`src/rtl/fp16_pkg.sv`:
```
// FP16 (1/5/10) field widths, exponent bias, zero encoding and the truncating
// multiply shared by the scheduler. No inf/NaN/denormal handling; -0 is nonzero.
package fp16_pkg;

    localparam int unsigned FP16_W = 16;
    localparam int unsigned EXP_W  = 5;
    localparam int unsigned MAN_W  = 10;

    localparam logic [EXP_W-1:0]  EXP_BIAS  = 5'd15;
    localparam logic [FP16_W-1:0] FP16_ZERO = 16'h0000;

    // Truncating FP16 product; exponent wraps modulo 32.
    function automatic logic [FP16_W-1:0] fp16Mul(input logic [FP16_W-1:0] a,
                                                  input logic [FP16_W-1:0] b);
        logic [2*MAN_W+1:0] prod;
        logic [MAN_W-1:0]   mant;
        logic [EXP_W-1:0]   expo;
        logic               sign;
        prod = {{(MAN_W+1){1'b0}}, 1'b1, a[MAN_W-1:0]} *
               {{(MAN_W+1){1'b0}}, 1'b1, b[MAN_W-1:0]};
        sign = a[FP16_W-1] ^ b[FP16_W-1];
        expo = a[FP16_W-2:MAN_W] + b[FP16_W-2:MAN_W] - EXP_BIAS
               + {{(EXP_W-1){1'b0}}, prod[2*MAN_W+1]};
        mant = prod[2*MAN_W+1] ? prod[2*MAN_W:MAN_W+1] : prod[2*MAN_W-1:MAN_W];
        if (a == FP16_ZERO || b == FP16_ZERO)
            return FP16_ZERO;
        return {sign, expo, mant};
    endfunction

endpackage

```
`src/rtl/rr_arbiter.sv`:
```
// Round-robin grant: first asserted request at or above ptr, wrapping modulo NREQ.
module rr_arbiter #(
    parameter int unsigned NREQ = 4,
    parameter int unsigned IDW  = 2
) (
    input  logic [NREQ-1:0] req,
    input  logic [IDW-1:0]  ptr,
    output logic [NREQ-1:0] grant,
    output logic [IDW-1:0]  idx,
    output logic            valid
);

    // Scan upward from ptr, taking the first requester found.
    always_comb begin : pick
        int unsigned j;
        logic [IDW-1:0] jIdx;
        grant = '0;
        idx   = '0;
        valid = 1'b0;
        j     = 0;
        jIdx  = '0;
        for (int unsigned k = 0; k < NREQ; k++) begin
            j = 32'(ptr) + k;
            if (j >= NREQ)
                j = j - NREQ;
            jIdx = IDW'(j);
            if (!valid && req[jIdx]) begin
                valid       = 1'b1;
                grant[jIdx] = 1'b1;
                idx         = jIdx;
            end
        end
    end

endmodule

```
`src/rtl/fp16_mul_sched.sv`:
```
// Shares one FP16 multiplier among NREQ requesters with round-robin arbitration
// and a stallable output stage. Define FP16_MUL_SCHED_IN_REG_EN to add an operand
// register ahead of the multiplier (latency 2 instead of 1, still full rate).
module fp16_mul_sched
    import fp16_pkg::*;
#(
    parameter int unsigned NREQ = 4,
    parameter int unsigned IDW  = 2
) (
    input  logic                 clk,
    input  logic                 rst_n,
    input  logic [NREQ-1:0]      req_valid,
    input  logic [16*NREQ-1:0]   req_a,
    input  logic [16*NREQ-1:0]   req_b,
    output logic [NREQ-1:0]      req_ready,
    output logic                 res_valid,
    output logic [FP16_W-1:0]    res_data,
    output logic [IDW-1:0]       res_id,
    input  logic                 res_ready
);

    logic [IDW-1:0]    ptr;
    logic [IDW-1:0]    grantIdx;
    logic [NREQ-1:0]   grant;
    logic              anyGrant;
    logic              outCanLoad;
    logic              firstReady;
    logic              accept;
    logic              loadValid;
    logic [IDW-1:0]    loadId;
    logic [FP16_W-1:0] selA;
    logic [FP16_W-1:0] selB;
    logic [FP16_W-1:0] mulA;
    logic [FP16_W-1:0] mulB;
    logic [FP16_W-1:0] product;

    rr_arbiter #(
        .NREQ(NREQ),
        .IDW (IDW)
    ) uArb (
        .req  (req_valid),
        .ptr  (ptr),
        .grant(grant),
        .idx  (grantIdx),
        .valid(anyGrant)
    );

    // Handshake and winner operand mux; ready is forced low while in reset.
    always_comb begin
        outCanLoad = !res_valid || res_ready;
        accept     = anyGrant && firstReady && rst_n;
        req_ready  = (firstReady && rst_n) ? grant : '0;
        selA       = req_a[{grantIdx, 4'b0000} +: 16];
        selB       = req_b[{grantIdx, 4'b0000} +: 16];
    end

`ifdef FP16_MUL_SCHED_IN_REG_EN
    logic              inValid;
    logic [FP16_W-1:0] inA;
    logic [FP16_W-1:0] inB;
    logic [IDW-1:0]    inId;

    // Operand stage accepts when empty or when its content moves to the output stage.
    always_comb begin
        firstReady = !inValid || outCanLoad;
        mulA       = inA;
        mulB       = inB;
        loadValid  = inValid;
        loadId     = inId;
    end

    // Operand register ahead of the multiplier.
    always_ff @(posedge clk) begin
        if (!rst_n) begin
            inValid <= 1'b0;
            inA     <= '0;
            inB     <= '0;
            inId    <= '0;
        end else if (firstReady) begin
            inValid <= accept;
            if (accept) begin
                inA  <= selA;
                inB  <= selB;
                inId <= grantIdx;
            end
        end
    end
`else
    // Multiplier fed straight from the arbiter mux.
    always_comb begin
        firstReady = outCanLoad;
        mulA       = selA;
        mulB       = selB;
        loadValid  = accept;
        loadId     = grantIdx;
    end
`endif

    // Single shared multiplier.
    always_comb begin
        product = fp16Mul(mulA, mulB);
    end

    // Round-robin pointer moves past the winner on each acceptance.
    always_ff @(posedge clk) begin
        if (!rst_n)
            ptr <= '0;
        else if (accept)
            ptr <= (grantIdx == IDW'(NREQ - 1)) ? '0 : grantIdx + 1'b1;
    end

    // Output stage: holds data/id while stalled, loads when empty or draining.
    always_ff @(posedge clk) begin
        if (!rst_n) begin
            res_valid <= 1'b0;
            res_data  <= '0;
            res_id    <= '0;
        end else if (outCanLoad) begin
            res_valid <= loadValid;
            if (loadValid) begin
                res_data <= product;
                res_id   <= loadId;
            end
        end
    end

endmodule

```
`config.mk`:
```
export PLATFORM = sky130hd
export DESIGN_NAME = fp16_mul_sched
export DESIGN_NICKNAME = d
export VERILOG_FILES = /design/src/rtl/fp16_pkg.sv /design/src/rtl/rr_arbiter.sv /design/src/rtl/fp16_mul_sched.sv
export SDC_FILE = /design/constraint.sdc
export NUM_CORES = 1
export LEC_CHECK = 0
export BUFFER_PORTS_ARGS = -buffer_cell sky130_fd_sc_hd__buf_2
export CAP_MARGIN = 20
export CORE_MARGIN = 2
export CORE_UTILIZATION = 45
export DETAILED_ROUTE_END_ITERATION = 8
export PLACE_DENSITY = 0.7
export SLEW_MARGIN = 20
export SYNTH_ARGS = -nofsm -noshare
export SYNTH_HDL_FRONTEND = slang
export SYNTH_HIERARCHICAL = 1
export SYNTH_SLANG_ARGS = --single-unit
```
`constraint.sdc`:
```
create_clock -name clk -period 14.05 [get_ports clk]
set_input_delay 2.81 -clock clk [delete_from_list [all_inputs] [get_ports clk]]
set_output_delay 2.81 -clock clk [all_outputs]
set_load 0.01 [all_outputs]
```
==> results.md, run 1 <==
* Horizontal extent of the die at 120 um
* Worst-case hold slack at 0.446 ns
* Netlist area before placement at 6070 um^2
* GRT Util Overall at 22.6%
* Antenna violations before repair at 0
* Max Slew Vio Count at 0
* Via Count at 5134
* Yosys warning total at 6
* Core footprint at 13200 um^2
* Post-DR vias/cell at 5.37
* Total negative slack at 0 ns
* Primary FF master, synth: sky130_fd_sc_hd__dfxtp_1
* Sum of buffers and inverters on the critical path at 8
* Fraction of layout cells with a size suffix above 1 at 26.4%
* Most repeated cell in the gate-level netlist after synthesis: sky130_fd_sc_hd__inv_1
* Actual transition at the worst max-transition pin at 0.930 ns
* IO buf count at 157
* Die footprint at 14400 um^2
* Fin cells at 956
* Final-stage net count at 1066
* Sum of overflow across all layers after global routing at 0
* Number of H-tree levels at 1
* Largest driver fanout on the critical path at 35
* Clk pin slew, worst setup/hold paths at 0.06 ns
* Worst Clk Skew at 0.00181 ns
* First-pass GRT wire length at 25.7 mm
* Layout filler cell count at 1244
* Maximum clock path buffer count at 2
* Gate family responsible for the most delay along the worst path: adder cells
* Floorplan row count at 42
* DRT antenna net count at 0
* Reg2reg start: ptr[0]
* Initial DRT Pass Iterations at 5
* Class of the tightest hold or removal check: reg -> reg
* Number of post-CTS setup repair buffers at 0
* Final Hold Violating Endpoints at 0
* Slew HR at 38.0%
* Final setup fails at 0
* ANT cells at 0
* Reg-to-reg critical path endpoint: res_data[14]
* Hold Path End: res_data[1]
* Worst path slowest cell: sky130_fd_sc_hd__mux4_2
* Final HPWL from detailed placement at 14.1 mm
* Cell total after placement at 952
* Ranking of synthesized cells by instance count: sky130_fd_sc_hd__inv_1 (125), sky130_fd_sc_hd__fa_1 (80), sky130_fd_sc_hd__nand2_1 (73)
* CTS tree: yes
* Required time of the worst setup path at 14.20 ns
* Syn_nets at 938
* Number of DRC violations after detailed-routing iteration 0 at 237
* Number of global-route vias before repair at 5399
* Total area of multi-input combinational cells at 5020 um^2
* Final period util at 85.1%
* Average instance area after synthesis at 9.30 um^2
* Initial standard-cell utilization of the core at 46.1%
* Area growth from synthesis to final layout at 15.4%
* Kind of capture point of the worst setup path: register
* Overall routed net length at 16.3 mm
* Depth of the worst register-to-register path at 37
* Flip-flop and latch count after synthesis at 21
* Final routed wire length divided by cell count at 17.0 um
* Area fraction of the dominant cell type after synthesis at 26.4%
* Path type of the worst setup path: in -> reg
* GP Congestion at 0.888
* Tmin final at 11.95 ns
* Maximum number of pins on one net before global-route repair at 36
* IO Count at 158
* Storage cell area at 420 um^2
* Remaining design rule violation count at 0
* Sequential share of the synthesized area at 6.92%
* Number of CTS-inserted buffers at 3
* Number of buffers inserted for hold repair after clock tree synthesis at 0
* Max-cap check violation count at 0
* Upper clock frequency limit at 83.6 MHz
* Cell chosen for the clock root: sky130_fd_sc_hd__clkbuf_16
* Later-pin clock latency in the skew report at 0.26 ns
* Worst endpoint data arrival time at 12.11 ns
* Number of synthesized flops with an enable pin at 0
* Setup repair after global routing missed its margin: no
* Synth unique cells at 52
* Hold path depth at 2
* Largest cells by area after synthesis: sky130_fd_sc_hd__fa_1 (26%), sky130_fd_sc_hd__ha_1 (14%), sky130_fd_sc_hd__mux4_2 (13%)
* Die Height at 120 um
* Count of clock tree sinks at 21
* Hold Startpoint: res_data[1]
* Library cell with the largest summed area after synthesis: sky130_fd_sc_hd__fa_1
* Run status: finished clean
* Post-synthesis instance total at 653
* Longest individual stage delay on the worst path at 0.71 ns
* Post-cts resize count at 0
* R2R Setup Slk at 3.66 ns
* Async set-reset flop share out of synthesis at 0%
* Worst Setup Start Kind: input port
==> placed cells by master (no fill, tap or decap), drive strengths merged, types with 2 or more instances in the layout <==
| cell | instances |
|---|---|
| mux4 | 36 |
| a22oi | 10 |
| nor4 | 10 |
| fa | 80 |
| nand2b | 2 |
| and2 | 48 |
| a31oi | 3 |
| o21a | 3 |
| ha | 70 |
| o21ai | 25 |
| clkbuf | 3 |
| nor2 | 16 |
| a21o | 4 |
| xnor2 | 11 |
| buf | 158 |
| nor3 | 5 |
| nand3 | 4 |
| mux2i | 11 |
| nand4 | 6 |
| inv | 125 |
| o21bai | 3 |
| xor2 | 6 |
| nor2b | 10 |
| nor4b | 2 |
| a21oi | 15 |
| nand2 | 74 |
| o31ai | 2 |
| a211o | 2 |
| dfxtp | 21 |
==> sequential cells by signal, summed over array words and instances, names as in the netlist <==
name / flops
res_valid: 1
res_id: 2
ptr: 2
res_data: 16
==> worst max-delay path by stage <==
stage	start	to	slack, ns	depth (start not counted)
2_1_floorplan	req_valid[3]	res_data[14]	2.71	37
3_3_place_gp	req_valid[2]	res_data[14]	1.96	35
3_5_place_dp	req_valid[2]	res_data[14]	1.79	36
4_1_cts	req_valid[2]	res_data[14]	2.07	36
5_1_grt	req_valid[2]	res_data[14]	1.51	36
6_report	req_valid[2]	res_data[14]	2.10	36
==> per-stage QoR <==
step | cell area, um^2 | worst slack, ns | util (%)
after detailed placement | 6930 | 1.79 | 52.5
final | 7010 | 2.10 | 53.1
after global placement | 6930 | 1.96 | 52.5
after global routing | 7010 | 1.51 | 53.1
after floorplan | 6070 | 2.71 | -
after CTS | 7010 | 2.07 | 53.1
==> area by class of cell <==
type / count / area share (%)
clock buffer: 3 / 1.07
timing repair buffer: 158 / 11.3
multi-input combinational: 472 / 71.7
inverter: 125 / 6.70
clock inverter: 1 / 0.0714
sequential: 21 / 6.00
tap: 176 / 3.14
==> cell families (layout without fill, tap and decap cells) <==
group	count (synthesis)	in the layout	synth area share (%)
and+or+nand+nor	182	182	15.9
buffers and inverters	160	287	10.6
muxes	48	48	15.5
adders and majority gates	150	150	40.8
DFF	21	21	6.92
AOI/OAI and AO/OA	75	75	7.79
xor gates and xnor gates	17	17	2.57
==> layer usage <==
layer | wire (um) | GRT usage, % | vias up | share of wire [%]
met5 | 0 | 0 | - | 0
met4 | 509 | 7.21 | 0 | 3.1
met3 | 1050 | 3.82 | 31 | 6.5
met2 | 8040 | 38.9 | 211 | 49
met1 | 6670 | 29.0 | 2484 | 41
li1 | - | - | 2408 | -
==> worst min-delay path, cell delays in order, from the launching register on <==
cell and delay, ns:
sky130_fd_sc_hd__dfxtp_1 0.31, sky130_fd_sc_hd__nand2_1 0.05, sky130_fd_sc_hd__o21ai_1 0.05
Power of run 1 is left out: the tool's default activity adds up to more than one toggle a clock period on the data nets, which glitch-free logic cannot reach.
==> inputs of run 2 (changes only) <==
--- a/config.mk
+++ b/config.mk
@@ -5,12 +5,12 @@
 export SDC_FILE = /design/constraint.sdc
 export NUM_CORES = 1
 export LEC_CHECK = 0
-export BUFFER_PORTS_ARGS = -buffer_cell sky130_fd_sc_hd__buf_2
+export ABC_AREA = 1
 export CAP_MARGIN = 20
 export CORE_MARGIN = 2
 export CORE_UTILIZATION = 45
 export DETAILED_ROUTE_END_ITERATION = 8
-export PLACE_DENSITY = 0.7
+export DONT_BUFFER_PORTS = 1
 export SLEW_MARGIN = 20
 export SYNTH_ARGS = -nofsm -noshare
 export SYNTH_HDL_FRONTEND = slang
==> results.md, run 2 <==
* Run status: finished clean
* Die Height at 127 um
* Class of the tightest hold or removal check: reg -> reg
* Sum of buffers and inverters on the critical path at 9
* Ranking of synthesized cells by instance count: sky130_fd_sc_hd__nand2_1 (261), sky130_fd_sc_hd__inv_1 (193), sky130_fd_sc_hd__nor2_1 (81)
* R2R Setup Slk at 3.93 ns
* Final setup fails at 0
* Flip-flop and latch count after synthesis at 21
* Hold path depth at 2
* Largest registers: res_data (16), ptr (2), res_id (2)
* Via Count at 6248
* Post-DR vias/cell at 5.37
* Initial DRT Pass Iterations at 5
* First-pass GRT wire length at 31.2 mm
* Simple-gate share of the synthesized area at 29.7%
* Die footprint at 16100 um^2
* Number of H-tree levels at 1
* Reg-to-reg critical path endpoint: res_data[14]
* IO Count at 158
* Final HPWL from detailed placement at 16.2 mm
* Number of synthesized flops with an enable pin at 0
* Remaining design rule violation count at 0
* Library cell with the largest summed area after synthesis: sky130_fd_sc_hd__fa_1
* Reg2reg start: ptr[0]
* Upper clock frequency limit at 86.1 MHz
* Number of flip-flops under the largest register name at 16
* Area growth from synthesis to final layout at 1.66%
* GR Util met2 at 41.9%
* Gate family responsible for the most delay along the worst path: adder cells
* Netlist area before placement at 6790 um^2
* GRT met3 Usage at 3.63%
* Max-cap check violation count at 0
* Worst path slowest cell: sky130_fd_sc_hd__nand3_2
* GRT Util Overall at 23.9%
* Floorplan row count at 44
* Average instance area after synthesis at 6.79 um^2
* Worst Setup Start Kind: input port
* Post-cts resize count at 0
* Commonest non-fill, non-tap cell in the layout: sky130_fd_sc_hd__nand2_1
* Number of buffers inserted for hold repair after clock tree synthesis at 0
* Async set-reset flop share out of synthesis at 0%
* Post-synthesis instance total at 1001
* Syn_nets at 1286
* Commonest cells after routing, fill and taps aside: sky130_fd_sc_hd__nand2_1 (261), sky130_fd_sc_hd__inv_1 (193), sky130_fd_sc_hd__nor2_1 (81)
* Xor/xnor cell area share of the yosys netlist at 1.29%
* Max Slew Vio Count at 0
* Sequential share of the synthesized area at 6.19%
* Area fraction of the dominant cell type after synthesis at 23.6%
* Total negative slack at 0 ns
* Number of DRC violations after detailed-routing iteration 0 at 376
* Worst endpoint data arrival time at 11.79 ns
* Final-stage net count at 1265
* Most repeated cell in the gate-level netlist after synthesis: sky130_fd_sc_hd__nand2_1
* Primary FF master, synth: sky130_fd_sc_hd__dfxtp_1
* Sum of overflow across all layers after global routing at 0
* Final routed wire length divided by cell count at 16.4 um
* Tmin final at 11.62 ns
* Synth unique cells at 43
* Final Hold Violating Endpoints at 0
* Maximum number of pins on one net before global-route repair at 85
* Met1 Resource Use GR at 31.9%
* Depth of the worst register-to-register path at 41
* Cell chosen for the clock root: sky130_fd_sc_hd__clkbuf_16
* Yosys warning total at 6
* Fin cells at 1164
* Count of clock tree sinks at 21
* Share of synthesized area spent on multiplexers at 0%
* IO buf count at 0
* Initial standard-cell utilization of the core at 46.4%
* Largest cells by area after synthesis: sky130_fd_sc_hd__fa_1 (24%), sky130_fd_sc_hd__nand2_1 (14%), sky130_fd_sc_hd__ha_1 (13%)
* Number of CTS-inserted buffers at 3
* Clk pin slew, worst setup/hold paths at 0.05 ns
* Hold Startpoint: res_data[6]
* Synth Area in Adders at 36.5%
* Longest individual stage delay on the worst path at 0.72 ns
* Register with the most flip-flops: res_data
* Number of global-route vias before repair at 6268
* Core footprint at 14600 um^2
* Largest family of logic cells by synthesized area: adder cells
* Antenna violations before repair at 1
* Slew HR at 40.4%
* Cell total after placement at 1159
* Maximum clock path buffer count at 2
* Required time of the worst setup path at 14.22 ns
* Actual transition at the worst max-transition pin at 0.894 ns
* GP Congestion at 0.961
* Compound-gate portion of the synthesized area at 12.1%
* Dominant cell type by count on the critical path: sky130_fd_sc_hd__inv_1
* Hold Path End: res_data[6]
* Overall routed net length at 19.1 mm
* CTS tree: yes
* Largest driver fanout on the critical path at 45
* DRT antenna net count at 0
* Kind of capture point of the worst setup path: register
* Most Used Layer, Global Route: met2
* Horizontal extent of the die at 127 um
* Later-pin clock latency in the skew report at 0.25 ns
* Worst Clk Skew at 0.00388 ns
* Number of post-CTS setup repair buffers at 0
* Setup repair after global routing missed its margin: no
* Fraction of layout cells with a size suffix above 1 at 4.80%
* Final period util at 82.7%
* Path type of the worst setup path: in -> reg
run 2: worst max-delay path by stage:
stage                       startpoint           end  cells past startpoint
final                     req_valid[1]  res_data[14]                     40
after global routing      req_valid[3]  res_data[14]                     41
after CTS                 req_valid[3]  res_data[14]                     41
after detailed placement  req_valid[1]  res_data[14]                     40
after global placement    req_valid[3]  res_data[14]                     41
after floorplan           req_valid[3]  res_data[14]                     45
run 2: kinds of logic (layout without fill, tap and decap cells):
family | after synthesis | after routing
AOI/OAI and AO/OA | 131 | 131
and+or+nand+nor | 461 | 461
DFF | 21 | 21
buffers and inverters | 228 | 206
other | 0 | 1
adders and majority gates | 150 | 150
xor gates and xnor gates | 10 | 10
run 2: area by class of cell:
cell class | instances | area, um^2
fill | 1532 | 7740
multi-input combinational | 752 | 5410
inverter | 201 | 757
sequential | 21 | 420
tap | 184 | 230
clock buffer | 4 | 78.8
timing repair buffer | 1 | 7.51
antenna | 1 | 2.50
run 2: metrics by stage:
stage | utilization [%] | setup WS [ns] | hold slack [ns] | area (um^2)
2_1_floorplan | - | 3.79 | 0.490 | 6790
3_3_place_gp | 46.6 | 2.27 | 0.507 | 6830
3_5_place_dp | 46.6 | 2.22 | 0.508 | 6830
4_1_cts | 47.1 | 2.45 | 0.516 | 6900
5_1_grt | 47.2 | 1.70 | 0.540 | 6910
6_report | 47.2 | 2.43 | 0.512 | 6910
run 2: routing by layer:
layer,wire length (um),up-vias
met5,0,-
met4,384,0
met3,1340,24
met2,9110,233
met1,8280,2904
li1,-,3087
run 2: worst min-delay path: stages, from the launching register on:
cell	delay, ns
sky130_fd_sc_hd__dfxtp_1	0.34
sky130_fd_sc_hd__nand2_1	0.07
sky130_fd_sc_hd__a21oi_1	0.05
Power of run 2 is left out for the same reason.
==> inputs of run 3 (changes only) <==
--- a/config.mk
+++ b/config.mk
@@ -5,7 +5,7 @@
 export SDC_FILE = /design/constraint.sdc
 export NUM_CORES = 1
 export LEC_CHECK = 0
-export ABC_AREA = 1
+export ABC_AREA = 0
 export CAP_MARGIN = 20
 export CORE_MARGIN = 2
 export CORE_UTILIZATION = 45
==> constraint.sdc (replaced) <==
create_clock -name clk -period 11.55 [get_ports clk]
set_input_delay 2.31 -clock clk [delete_from_list [all_inputs] [get_ports clk]]
set_output_delay 2.31 -clock clk [all_outputs]
set_load 0.01 [all_outputs]
==> results.md, run 3 (same netlist as run 1, synthesis figures left out) <==
* Post-cts resize count at 0
* Run status: finished clean
* Final Hold Violating Endpoints at 0
* Maximum clock path buffer count at 2
* Worst Setup Start Kind: input port
* Core footprint at 13200 um^2
* Worst endpoint data arrival time at 10.91 ns
* Horizontal extent of the die at 120 um
* Sum of overflow across all layers after global routing at 0
* Maximum number of pins on one net before global-route repair at 31
* Number of post-CTS setup repair buffers at 0
* GP Congestion at 0.882
* Overall routed net length at 15.6 mm
* Actual transition at the worst max-transition pin at 0.652 ns
* Number of buffers inserted for hold repair after clock tree synthesis at 0
* Count of clock tree sinks at 21
* Total negative slack at 0 ns
* Register with the most flip-flops: res_data
* IO buf count at 0
* Total area of multi-input combinational cells at 5020 um^2
* Area growth from synthesis to final layout at 3.01%
* Longest individual stage delay on the worst path at 0.66 ns
* Path type of the worst setup path: in -> reg
* Fraction of layout cells with a size suffix above 1 at 7.99%
* Storage cell area at 420 um^2
* Via Count at 4581
* Kind of capture point of the worst setup path: register
* Worst path slowest cell: sky130_fd_sc_hd__mux4_2
* Clk pin slew, worst setup/hold paths at 0.05 ns
* CTS tree: yes
* GRT Util Overall at 22.1%
* Class of the tightest hold or removal check: reg -> reg
* Number of flip-flops under the largest register name at 16
* Die Height at 120 um
* Commonest non-fill, non-tap cell in the layout: sky130_fd_sc_hd__inv_1
* Antenna violations before repair at 1
* Commonest cells after routing, fill and taps aside: sky130_fd_sc_hd__inv_1 (125), sky130_fd_sc_hd__fa_1 (80), sky130_fd_sc_hd__nand2_1 (73)
* Final setup fails at 0
* Required time of the worst setup path at 11.69 ns
* Upper clock frequency limit at 92.9 MHz
* Die footprint at 14400 um^2
* First-pass GRT wire length at 25.2 mm
* Worst Clk Skew at 0.000972 ns
* Slew HR at 56.5%
* Tmin final at 10.76 ns
* Number of DRC violations after detailed-routing iteration 0 at 183
* Max-cap check violation count at 0
* Initial DRT Pass Iterations at 5
* IO Count at 158
* Floorplan row count at 42
* Later-pin clock latency in the skew report at 0.25 ns
* Initial standard-cell utilization of the core at 46.1%
* Setup repair after global routing missed its margin: no
* Number of CTS-inserted buffers at 3
* Largest registers: res_data (16), ptr (2), res_id (2)
* Max Slew Vio Count at 0
* DRT antenna net count at 0
* Number of H-tree levels at 1
* Remaining design rule violation count at 0
* Final-stage net count at 912
* Number of global-route vias before repair at 4939
* Final routed wire length divided by cell count at 19.4 um
* Final HPWL from detailed placement at 13.6 mm
* Cell chosen for the clock root: sky130_fd_sc_hd__clkbuf_16
* Largest driver fanout on the critical path at 30
* Layout filler cell count at 1240
* Final period util at 93.2%
* Post-DR vias/cell at 5.70
-- run 3: changes by cell type in the layout (fill, tap and decap cells not counted), sizes merged, moves of 11 or more --
cell and delta:
nand2 -202, inv -73, nand3 -70, nor2 -68, a21oi -52, and2 +47
mux4 +36, o21ai -13, mux2i +11
-- run 3: metal layers --
| metal | wire, um | vias up | track usage (%) |
|---|---|---|---|
| met5 | 0 | - | 0 |
| met4 | 368 | 0 | 5.00 |
| met1 | 6070 | 2265 | 27.3 |
| met3 | 846 | 25 | 2.26 |
| li1 | - | 2104 | - |
| met2 | 8310 | 187 | 41.6 |
-- run 3: layout make-up --
class | count | share of cell area (%)
Antenna cell | 1 | 0.0400
Sequential cell | 21 | 6.72
Clock buffer | 4 | 1.26
Tap cell | 176 | 3.52
Multi-Input combinational cell | 472 | 80.3
Inverter | 125 | 7.50
Timing Repair Buffer | 4 | 0.680
-- run 3: final timing paths --
path / start / slack, ns / to / cells past startpoint
max: req_valid[0] / 0.79 / res_data[14] / 35
min: res_data[2] / 0.51 / res_data[2] / 2
max reg2reg: ptr[0] / 1.68 / res_data[14] / 37
min reg2reg: res_data[2] / 0.51 / res_data[2] / 2
-- run 3: worst max-delay path, delay by kind of cell --
kind | cells | cell delay (ns)
fa+ha+maj | 9 | 3.85
simple gates | 8 | 1.34
mux | 2 | 1.26
compound gates | 6 | 1.07
buf+inv | 7 | 0.69
xor+xnor | 3 | 0.37
-- run 3: stage by stage --
stage                     std cells  cell area [um^2]  worst slack (ns)  util, %  hold WS, ns
after floorplan                 653              6070             0.711        -        0.473
after global placement          798              6180             0.660     46.8        0.509
after detailed placement        798              6180             0.508     46.8        0.512
after CTS                       802              6250             0.761     47.4        0.519
after global routing            803              6260             0.246     47.4        0.534
final                           803              6260             0.787     47.4        0.507
Power of run 3 is left out for the same reason.
